`src/rtl/if_fetch_q.sv`:
```
// Fetch stage with PC register, 1-cycle synchronous imem interface, and a small
// {pc, instr} queue to decode. Optional misaligned-redirect halt: IF_MISALIGN_CHK_EN.
module if_fetch_q #(
    parameter int               XLEN     = 32,
    parameter logic [XLEN-1:0]  RESET_PC = '0,
    parameter int               QDEPTH   = 2,
    parameter int               PC_STEP  = 4
) (
    input  logic            clk,
    input  logic            rst,
    input  logic            redirect_valid,
    input  logic [XLEN-1:0] redirect_pc,
    output logic            imem_req,
    output logic [XLEN-1:0] imem_addr,
    input  logic [XLEN-1:0] imem_rdata,
    output logic            out_valid,
    input  logic            out_ready,
    output logic [XLEN-1:0] out_pc,
    output logic [XLEN-1:0] out_instr,
    output logic [XLEN-1:0] fetch_pc,
    output logic            misalign_err
);

    localparam int AW = $clog2(QDEPTH);
    localparam int PW = AW + 1;
    localparam logic [PW:0]     QDEPTH_W = (PW + 1)'(QDEPTH);
    localparam logic [XLEN-1:0] STEP_W   = XLEN'(PC_STEP);

    logic [XLEN-1:0] fetch_pc_q, fetch_pc_d;
    logic            inflight_q, inflight_d;
    logic [XLEN-1:0] inflight_pc_q, inflight_pc_d;
    logic [PW-1:0]   wptr_q, wptr_d;
    logic [PW-1:0]   rptr_q, rptr_d;
    logic [XLEN-1:0] pc_mem_q [QDEPTH];
    logic [XLEN-1:0] pc_mem_d [QDEPTH];
    logic [XLEN-1:0] instr_mem_q [QDEPTH];
    logic [XLEN-1:0] instr_mem_d [QDEPTH];
    logic            misalign_q, misalign_d;

    logic [PW-1:0] count;
    logic [PW:0]   credit_sum;
    logic          pop;
    logic          push;
    logic          halt;
    logic          issue;

    always_comb begin
        count      = wptr_q - rptr_q;
        pop        = out_valid & out_ready;
        // Entries held plus the one in flight, less the one leaving this cycle.
        credit_sum = {1'b0, count} + {{PW{1'b0}}, inflight_q} - {{PW{1'b0}}, pop};
        halt       = misalign_q;
        issue      = ~rst & ~redirect_valid & ~halt & (credit_sum < QDEPTH_W);
        push       = inflight_q & ~redirect_valid;

        fetch_pc_d    = fetch_pc_q;
        inflight_d    = issue;
        inflight_pc_d = fetch_pc_q;
        wptr_d        = wptr_q;
        rptr_d        = rptr_q;
        pc_mem_d      = pc_mem_q;
        instr_mem_d   = instr_mem_q;
        misalign_d    = misalign_q;

        if (redirect_valid) begin
            fetch_pc_d = redirect_pc;
            wptr_d     = '0;
            rptr_d     = '0;
`ifdef IF_MISALIGN_CHK_EN
            misalign_d = |redirect_pc[1:0];
`endif
        end else begin
            if (issue) begin
                fetch_pc_d = fetch_pc_q + STEP_W;
            end
            if (push) begin
                pc_mem_d[wptr_q[AW-1:0]]    = inflight_pc_q;
                instr_mem_d[wptr_q[AW-1:0]] = imem_rdata;
                wptr_d                      = wptr_q + 1'b1;
            end
            if (pop) begin
                rptr_d = rptr_q + 1'b1;
            end
        end
    end

    always_ff @(posedge clk) begin
        if (rst) begin
            fetch_pc_q    <= RESET_PC;
            inflight_q    <= 1'b0;
            inflight_pc_q <= '0;
            wptr_q        <= '0;
            rptr_q        <= '0;
            misalign_q    <= 1'b0;
        end else begin
            fetch_pc_q    <= fetch_pc_d;
            inflight_q    <= inflight_d;
            inflight_pc_q <= inflight_pc_d;
            wptr_q        <= wptr_d;
            rptr_q        <= rptr_d;
            misalign_q    <= misalign_d;
        end
    end

    // Queue payload needs no reset: outputs are gated by out_valid.
    always_ff @(posedge clk) begin
        pc_mem_q    <= pc_mem_d;
        instr_mem_q <= instr_mem_d;
    end

    assign imem_req     = issue;
    assign imem_addr    = fetch_pc_q;
    assign fetch_pc     = fetch_pc_q;
    assign out_valid    = (wptr_q != rptr_q);
    assign out_pc       = out_valid ? pc_mem_q[rptr_q[AW-1:0]]    : '0;
    assign out_instr    = out_valid ? instr_mem_q[rptr_q[AW-1:0]] : '0;
    assign misalign_err = misalign_q;

endmodule

```
`config.mk`:
```
export PLATFORM = sky130hd
export DESIGN_NAME = if_fetch_q
export DESIGN_NICKNAME = d
export VERILOG_FILES = /design/src/rtl/if_fetch_q.sv
export SDC_FILE = /design/constraint.sdc
export NUM_CORES = 1
export LEC_CHECK = 0
export BUFFER_PORTS_ARGS = -buffer_cell sky130_fd_sc_hd__buf_4
export CAP_MARGIN = 20
export CORE_ASPECT_RATIO = 0.8
export CORE_UTILIZATION = 50
export DETAILED_ROUTE_END_ITERATION = 8
export PLACE_DENSITY = 0.74
export SETUP_SLACK_MARGIN = 0.3
export SLEW_MARGIN = 20
export SYNTH_ARGS = -nofsm -noshare
export SYNTH_HDL_FRONTEND = slang
export SYNTH_SLANG_ARGS = --single-unit
```
`constraint.sdc`:
```
create_clock -name clk -period 4.3 [get_ports clk]
set_input_delay 0.645 -clock clk [delete_from_list [all_inputs] [get_ports clk]]
set_output_delay 0.645 -clock clk [all_outputs]
set_load 0.01 [all_outputs]
```
# After elaboration in Yosys (flattened, before gate mapping)
# Cells that the tools add are included.
[totals] reg_bits=197 out_inout_bits=131
[classes] n_addsub=6 order_cmp=4 eq_ne=1 mux=14 bitwise=8 reduce_logical=4
[op_table] op="$mux W32" count=11
[op_table] op="$bwmux W64" count=2
[op_table] op="$add A32 B3 Y32 const B" count=1
[op_table] op="$demux W32 S1" count=1
[op_table] op="$add A2 B1 Y2 const B" count=2
[op_table] op="$and A1 B1 Y1" count=4
[op_table] op="$ge A2 B2 Y1 const B" count=2
[op_table] op="$not A1 Y2" count=2
[op_table] op="$add A2 B1 Y3" count=1
[op_table] op="$lt A3 B2 Y1 const B" count=1
[op_table] op="$sub A3 B1 Y3" count=1
[op_table] op="$lt A2 B1 Y1 const B" count=1
[op_table] op="$ne A2 B2 Y1" count=1
[op_table] op="$not A1 Y1" count=2
[op_table] op="$reduce_and A2 Y1" count=1
[op_table] op="$reduce_bool A2 Y1" count=1
[op_table] op="$reduce_or A2 Y1" count=1
[op_table] op="$sub A2 B2 Y2" count=1
[op_table] op="$logic_and A1 B1 Y1" count=1

# Longest topological paths before layout
# Gate-level depths: netlist (run 1).
[depth] ltp_word=7 ltp_mapped=15 ltp_nobuf=14

# Worst setup path before layout (run 1)
# OpenSTA, ideal clock, no wires.
[synth_timing] kind="reg-to-reg" from="reg wptr_q[0]" to="reg fetch_pc_q[26], in the netlist fetch_pc[26]" setup_time_ns=0.074 arrival_time_ns=3.415 t_required_ns=4.226 slack_ns=0.810 stages_incl_launch_ff=14 path_buffers=0 cell_sequence="dfxtp_1 -> inv_1 -> ha_1 -> and2_1 -> inv_1 -> and2_1 -> ha_1 -> nand2b_1 -> fa_1 -> nor4bb_1 -> mux2i_1 -> or4_4 -> or3_1 -> a31oi_1"
[synth_via] elab_chain_cells=6
[synth_rtl] item="from (decl)" line_no="32" rtl="logic [PW-1:0] wptr_q, wptr_d;"
[synth_rtl] item="from (signal assigned)" line_no="99" rtl="wptr_q <= wptr_d;"
[synth_rtl] item="$ne A2 B2 Y1" line_no="114" rtl="assign out_valid = (wptr_q != rptr_q);"
[synth_rtl] item="via out_valid" line_no="16" rtl="output logic out_valid,"
[synth_rtl] item="$and A1 B1 Y1" line_no="49" rtl="pop = out_valid & out_ready;"
[synth_rtl] item="via pop" line_no="42" rtl="logic pop;"
[synth_rtl] item="$sub A3 B1 Y3" line_no="51" rtl="credit_sum = {1'b0, count} + {{PW{1'b0}}, inflight_q} - {{PW{1'b0}}, pop};"
[synth_rtl] item="$lt A3 B2 Y1" line_no="53" rtl="issue = ~rst & ~redirect_valid & ~halt & (credit_sum < QDEPTH_W);"
[synth_rtl] item="$and A1 B1 Y1" line_no="53"
[synth_rtl] item="$reduce_bool A2 Y1 (no source line)"
[synth_rtl] item="to (signal assigned)" line_no="96" rtl="fetch_pc_q <= fetch_pc_d;"
[synth_rtl] item="to (decl)" line_no="29" rtl="logic [XLEN-1:0] fetch_pc_q, fetch_pc_d;"
# The timed path passes the listed nets, and every way through them passes these cells.
# A chain may end at the register's enable or synchronous reset.

# Final worst setup path (run 1)
[layout_timing] from="reg wptr_q[0]" to="reg fetch_pc_q[29], in the netlist fetch_pc[29]"
[layout_via] elab_chain_cells=6
[layout_rtl] item="$ne A2 B2 Y1" line_no="114"
[layout_rtl] item="$and A1 B1 Y1" line_no="49"
[layout_rtl] item="via pop" line_no="42"
[layout_rtl] item="$sub A3 B1 Y3" line_no="51"
[layout_rtl] item="$lt A3 B2 Y1" line_no="53"
[layout_rtl] item="$and A1 B1 Y1" line_no="53"
[layout_rtl] item="$reduce_bool A2 Y1 (no source line)"
# The timed path passes the listed nets, and every way through them passes these cells.

==> metrics.txt, run 1 <==
Crit Path Class reg -> reg; # hold bufs at CTS 0; Core Area 15300 sq um; CTS Buffer Depth 2; Peak supply drop 0.301 mV; Yosys cell types 47; post-layout util 0.655; origin of the worst setup path wptr_q[0]; Worst Path Required 4.65 ns; syn_area_per_cell 12.5 sq um; Routed WL 17.9 mm; Ys Warns 0; register bit total from synthesis 197; status finished, final reports clean; maximum number of pins on one net before global-route repair 66; GRT overflow 0; post-synth top area share 0.484; Worst slew margin 0.363; start point of the worst hold path imem_rdata[21]; initial antenna violation count 0; layout cells sized above 1 0.306; # fillers 1168; vias in the first global route 5270; critical path arrival 4.17 ns; RR Endpoint fetch_pc[29]; clk_skew 0.0102 ns; Reg clk slew, reported paths 0.06 ns; Root Buffer clkbuf_16; WL/cell 17.7 microns; hold path endpoint instr_mem_q[21]; Setup crit start kind flip-flop; Post-Syn Instances 633; r2r setup slk 0.47 ns; Syn Std Cell Area 7940 sq um; Final Critical Period 3.83 ns; CP max FO 9; clk_lat worst skew 0.43 ns; Initial Utilization 0.520; Tcrit/Tclk final 0.890; CTS sink cnt 197; PortBufs 197; Post-synth EDFFs 128; Max Cap Viol 0; Hold Fails Final Rpt 0; GR Util All Layers 0.218; DR iter-0 viols 312; Final ANT Viol Nets 0; Synth async-reset ratio 0; share of the yosys chip area belonging to registers 0.658; first-pass GRT wire length 26.6 mm; row count 40; TritonCTS buffer count 17; H-tree levels 4; # IOs 199; antenna cells 0; static leakage 3.76 nW; Synth area leader edfxtp_1; Seq. cell area 5230 sq um; Area Overhead vs Synth 26.1%; vias per inst 5.41; Slew Limit Fails 0; DP HPWL 11.4 mm; crit path capture type flip-flop; fin nets 863; Power per Cell Area 397 nW/um^2; Hold Path Depth 1; Place WS 0.265 ns; multi-input logic area 2330 sq um; die width 143 microns; Worst-Margin Slew 0.955 ns; Fmax achieved 261 MHz; Pre-Repair DR Iteration Count 4; Final Setup Violations 0; ys flop type edfxtp_1; post-route setup slack 0.474 ns; ranking of synthesized cells by area edfxtp_1, dfxtp_1, mux2i_1; Syn Nets 705; die height 115 microns; Setup Total Neg Slack 0 ns; vias after detailed routing 5483; RSZ-0062 raised after global routing false; FF-to-FF path depth 14; class of the worst hold path in -> reg; RR Startpoint wptr_q[0]; die area 16400 sq um; # DRC 0; CTS tree done; GPL Wtd Cong 0.823
==> timing repair <==
item | in CTS | in global routing
gates resized for setup | 3 | 3
setup endpoints to repair | 2 | 4
setup buffers | 2 | 0
==> layout by cell type, fill, tap and decap left out, types with 2 or more instances in the layout <==
| cell | Yosys | routed |
|---|---|---|
| and3_4 | 0 | 2 |
| clkbuf_8 | 0 | 3 |
| edfxtp_1 | 128 | 128 |
| buf_4 | 33 | 204 |
| and3_1 | 8 | 6 |
| clkbuf_16 | 0 | 18 |
| clkbuf_1 | 22 | 5 |
| xnor2_1 | 5 | 5 |
| nor2b_1 | 25 | 25 |
| a21oi_1 | 22 | 22 |
| a31oi_1 | 14 | 14 |
| nand3_1 | 14 | 14 |
| nand4_1 | 8 | 8 |
| inv_1 | 12 | 11 |
| or4_1 | 4 | 4 |
| nand2_1 | 30 | 30 |
| nor2_1 | 86 | 86 |
| clkinvlp_4 | 0 | 3 |
| o31a_1 | 2 | 2 |
| nor3_1 | 11 | 11 |
| o211ai_1 | 7 | 7 |
| a32oi_1 | 2 | 2 |
| mux2i_1 | 69 | 68 |
| a2bb2oi_1 | 2 | 2 |
| dfxtp_1 | 69 | 67 |
| or3_1 | 8 | 8 |
| nor4_1 | 4 | 4 |
| o21ai_0 | 5 | 5 |
| ha_1 | 3 | 3 |
| o311ai_0 | 8 | 8 |
==> cell usage after synthesis, drive strengths merged, types with 12 or more instances <==
master,instances
edfxtp,128
inv,12
mux2i,69
dfxtp,69
nand2,30
nand3,14
clkbuf,22
a21oi,22
buf,44
a31oi,14
nor2,86
nor2b,25
==> cell families (layout without fill, tap and decap cells) <==
kind of cell               after synthesis  in the layout  share of synthesized area
AOI/OAI and AO/OA                       66             66                     0.0544
other                                    1              1                   0.000473
DFF                                    197            197                      0.658
buffers and inverters                   78            249                     0.0528
xor gates and xnor gates                 7              7                    0.00978
adders and majority gates                4              4                    0.00725
muxes                                   70             70                     0.0885
and+or+nand+nor                        210            210                      0.128
==> per-stage QoR <==
stage	hold WS, ns	std cells	power (mW)	cell area [sq um]
after floorplan	0.404	633	2.31	7940
after global placement	0.404	979	2.46	9360
after detailed placement	0.412	980	2.47	9390
after CTS	0.384	1014	3.99	9990
after global routing	0.376	1014	4.10	10000
final	0.398	1014	3.97	10000
==> worst max path at each step <==
stage                     slack (ns)            to
after floorplan                 0.81  fetch_pc[26]
after global routing            0.35  fetch_pc[26]
after CTS                       0.37  fetch_pc[29]
final                           0.47  fetch_pc[29]
after detailed placement        0.26  fetch_pc[20]
after global placement          0.53  fetch_pc[20]
==> metal layers <==
metal  global-route usage  routed length [microns]
met5                    0                        0
met2                0.365                     8580
met1                0.271                     7610
met4               0.0810                      321
met3               0.0573                     1400
==> worst max-delay path, cell delays in order, from the launching register on <==
cell and delay (ns):
dfxtp_2 0.36, inv_1 0.06, ha_1 0.32, and2_2 0.19
inv_1 0.10, and2_4 0.16, ha_1 0.22, nand2b_1 0.16
fa_1 0.51, nor4bb_4 0.30, mux2i_2 0.13, buf_4 0.19
or3_1 0.40, or4_1 0.49, a31oi_1 0.17
==> sequential cells by signal, summed over array words and instances (netlist names) <==
name,flops
inflight_q,1
wptr_q,2
pc_mem_q,64
instr_mem_q,64
rptr_q,2
fetch_pc,32
inflight_pc_q,32
==> area by class of cell <==
| cell class | instances | area share |
|---|---|---|
| clock buffer | 26 | 0.0510 |
| clock inverter | 6 | 0.00663 |
| inverter | 12 | 0.00450 |
| multi-input combinational | 358 | 0.233 |
| sequential | 197 | 0.523 |
| tap | 210 | 0.0263 |
| timing repair buffer | 205 | 0.156 |
==> report_power, final <==
group	total [mW]	leakage [nW]	switching, mW	internal [mW]
clock	1.53	0.272	0.648	0.881
combinational	0.321	1.70	0.165	0.155
sequential	2.12	1.79	0.0504	2.07
(Power assumes the default switching activity.)
==> run 2: changes to the inputs <==
--- a/config.mk
+++ b/config.mk
@@ -10,7 +10,7 @@
 export CORE_ASPECT_RATIO = 0.8
 export CORE_UTILIZATION = 50
 export DETAILED_ROUTE_END_ITERATION = 8
-export PLACE_DENSITY = 0.74
+export PLACE_DENSITY = 0.82
 export SETUP_SLACK_MARGIN = 0.3
 export SLEW_MARGIN = 20
 export SYNTH_ARGS = -nofsm -noshare
==> run 2 against run 1 <==
Effect of this change:
- worst hold slack improved by 0.0053 ns
- die area did not move
- utilization rose by 0.85 points
- power increased by 6.1%
- critical path depth did not move
- clock skew decreased by 0.0036 ns
- first-iteration DRC count increased by 13%
- via count grew 1.1%
- register-to-register slack worse by 0.03 ns
- final cell count rose by 0.20%
- clock power is 15% higher
- largest power group unchanged
==> metrics.txt, run 2 (synthesis results as in run 1) <==
initial antenna violation count 0; Peak supply drop 0.280 mV; most used cell, CP inv_1; r2r setup slk 0.44 ns; Power per Cell Area 415 nW/um^2; CTS Buffer Depth 2; vias in the first global route 5563; M1 GR Usage 0.277; met2 usage in global routing 0.397; Reg clk slew, reported paths 0.07 ns; Worst-Margin Slew 0.953 ns; GR Util All Layers 0.228; CP max FO 6; Crit Path Class reg -> reg; layout cells sized above 1 0.313; largest registers instr_mem_q: 64 flops, pc_mem_q: 64 flops; RSZ-0062 raised after global routing false; Slowest cell on crit path fa_1; die height 115 microns; # hold bufs at CTS 0; Worst slew margin 0.364; die area 16400 sq um; row count 40; Routed WL 18.3 mm; clk_skew 0.00661 ns; static leakage 3.82 nW; Final ANT Viol Nets 0; # IOs 199; Most Crowded Layer GR met2; Core Area 15300 sq um; Final Critical Period 3.86 ns; vias after detailed routing 5546; clk_lat worst skew 0.42 ns; Max Cap Viol 0; DR iter-0 viols 353; CP peak stage delay 0.56 ns; maximum number of pins on one net before global-route repair 66; Setup crit start kind flip-flop; critical path arrival 4.20 ns; WL/cell 18.0 microns; Hold Fails Final Rpt 0; PortBufs 197; most common cell after layout, fill and taps aside buf_4; Area Overhead vs Synth 27.7%; Final Setup Violations 0; Place WS 0.297 ns; crit path capture type flip-flop; first-pass GRT wire length 28.2 mm; GRT overflow 0; post-route setup slack 0.444 ns; vias per inst 5.46; Root Buffer clkbuf_16; Initial Utilization 0.520; fin nets 865; status finished, final reports clean; top cell family by delay on the critical path simple AND/OR/NAND/NOR gates; Setup Total Neg Slack 0 ns; Tcrit/Tclk final 0.897; GPL Wtd Cong 0.829; CTS tree done; die width 143 microns; worst-path cell chain inv_1 > ha_4 > and2_2 > inv_1 > and2_4 > ha_1 > nand2b_1 > fa_1 > nor4bb_4 > mux2i_4 > buf_6 > or4_4 > or3_1 > a31oi_1; commonest non-fill, non-tap cells in the layout buf_4, edfxtp_1, nor2_1, mux2i_1, dfxtp_1; antenna cells 0; post-layout util 0.664; Slew Limit Fails 0; DP HPWL 11.7 mm; Fmax achieved 259 MHz; worst path bufs/invs 3; Pre-Repair DR Iteration Count 5; Worst Path Required 4.64 ns; # DRC 0; class of the worst hold path in -> reg; TritonCTS buffer count 17; CTS sink cnt 197; H-tree levels 4; WHS 0.403 ns; met3 Track Usage GR 0.0485
## run 2: layer usage
layer  share of wire  wire (microns)
met2            0.49            9030
met3           0.072            1320
met4           0.016             287
met5               0               0
met1            0.42            7620
## run 2: per-stage QoR
step / instance area (sq um) / instances / power, mW
global route: 10100 / 1016 / 4.33
global placement: 9370 / 980 / 2.46
finish: 10100 / 1016 / 4.21
floorplan: 7940 / 633 / 2.31
detailed placement: 9370 / 980 / 2.47
CTS: 10100 / 1015 / 4.23
## run 2: layout make-up
| cell class | instances | area, sq um |
|---|---|---|
| well taps | 210 | 263 |
| repair buffers | 207 | 1560 |
| fillers | 1130 | 5130 |
| inverters | 12 | 50.0 |
| multi-input cells | 358 | 2360 |
| clock buffers | 22 | 475 |
| clock inverters | 10 | 193 |
| flip-flops and latches | 197 | 5230 |
## run 2: what timing repair did
item	4_1_cts	5_1_grt
cloned	0	0
buffers inserted	3	1
pin swaps	1	2
hold endpoints to repair	0	0
setup endpoints to repair	4	7
resized for setup	6	8
## run 2: power breakdown
| part | total (mW) | switching [mW] | leakage, nW | internal, mW |
|---|---|---|---|---|
| sequential | 2.12 | 0.0509 | 1.79 | 2.07 |
| clock | 1.76 | 0.672 | 0.321 | 1.09 |
| combinational | 0.328 | 0.169 | 1.70 | 0.159 |
| total | 4.21 | 0.893 | 3.82 | 3.32 |
## run 2: final timing paths
| kind | endpoint | cells after the start | start |
|---|---|---|---|
| min reg2reg | pc_mem_q[20] | 0 | inflight_pc_q[20] |
| min | instr_mem_q[45] | 1 | imem_rdata[13] |
| max reg2reg | fetch_pc[26] | 14 | wptr_q[0] |
| max | fetch_pc[26] | 14 | wptr_q[0] |
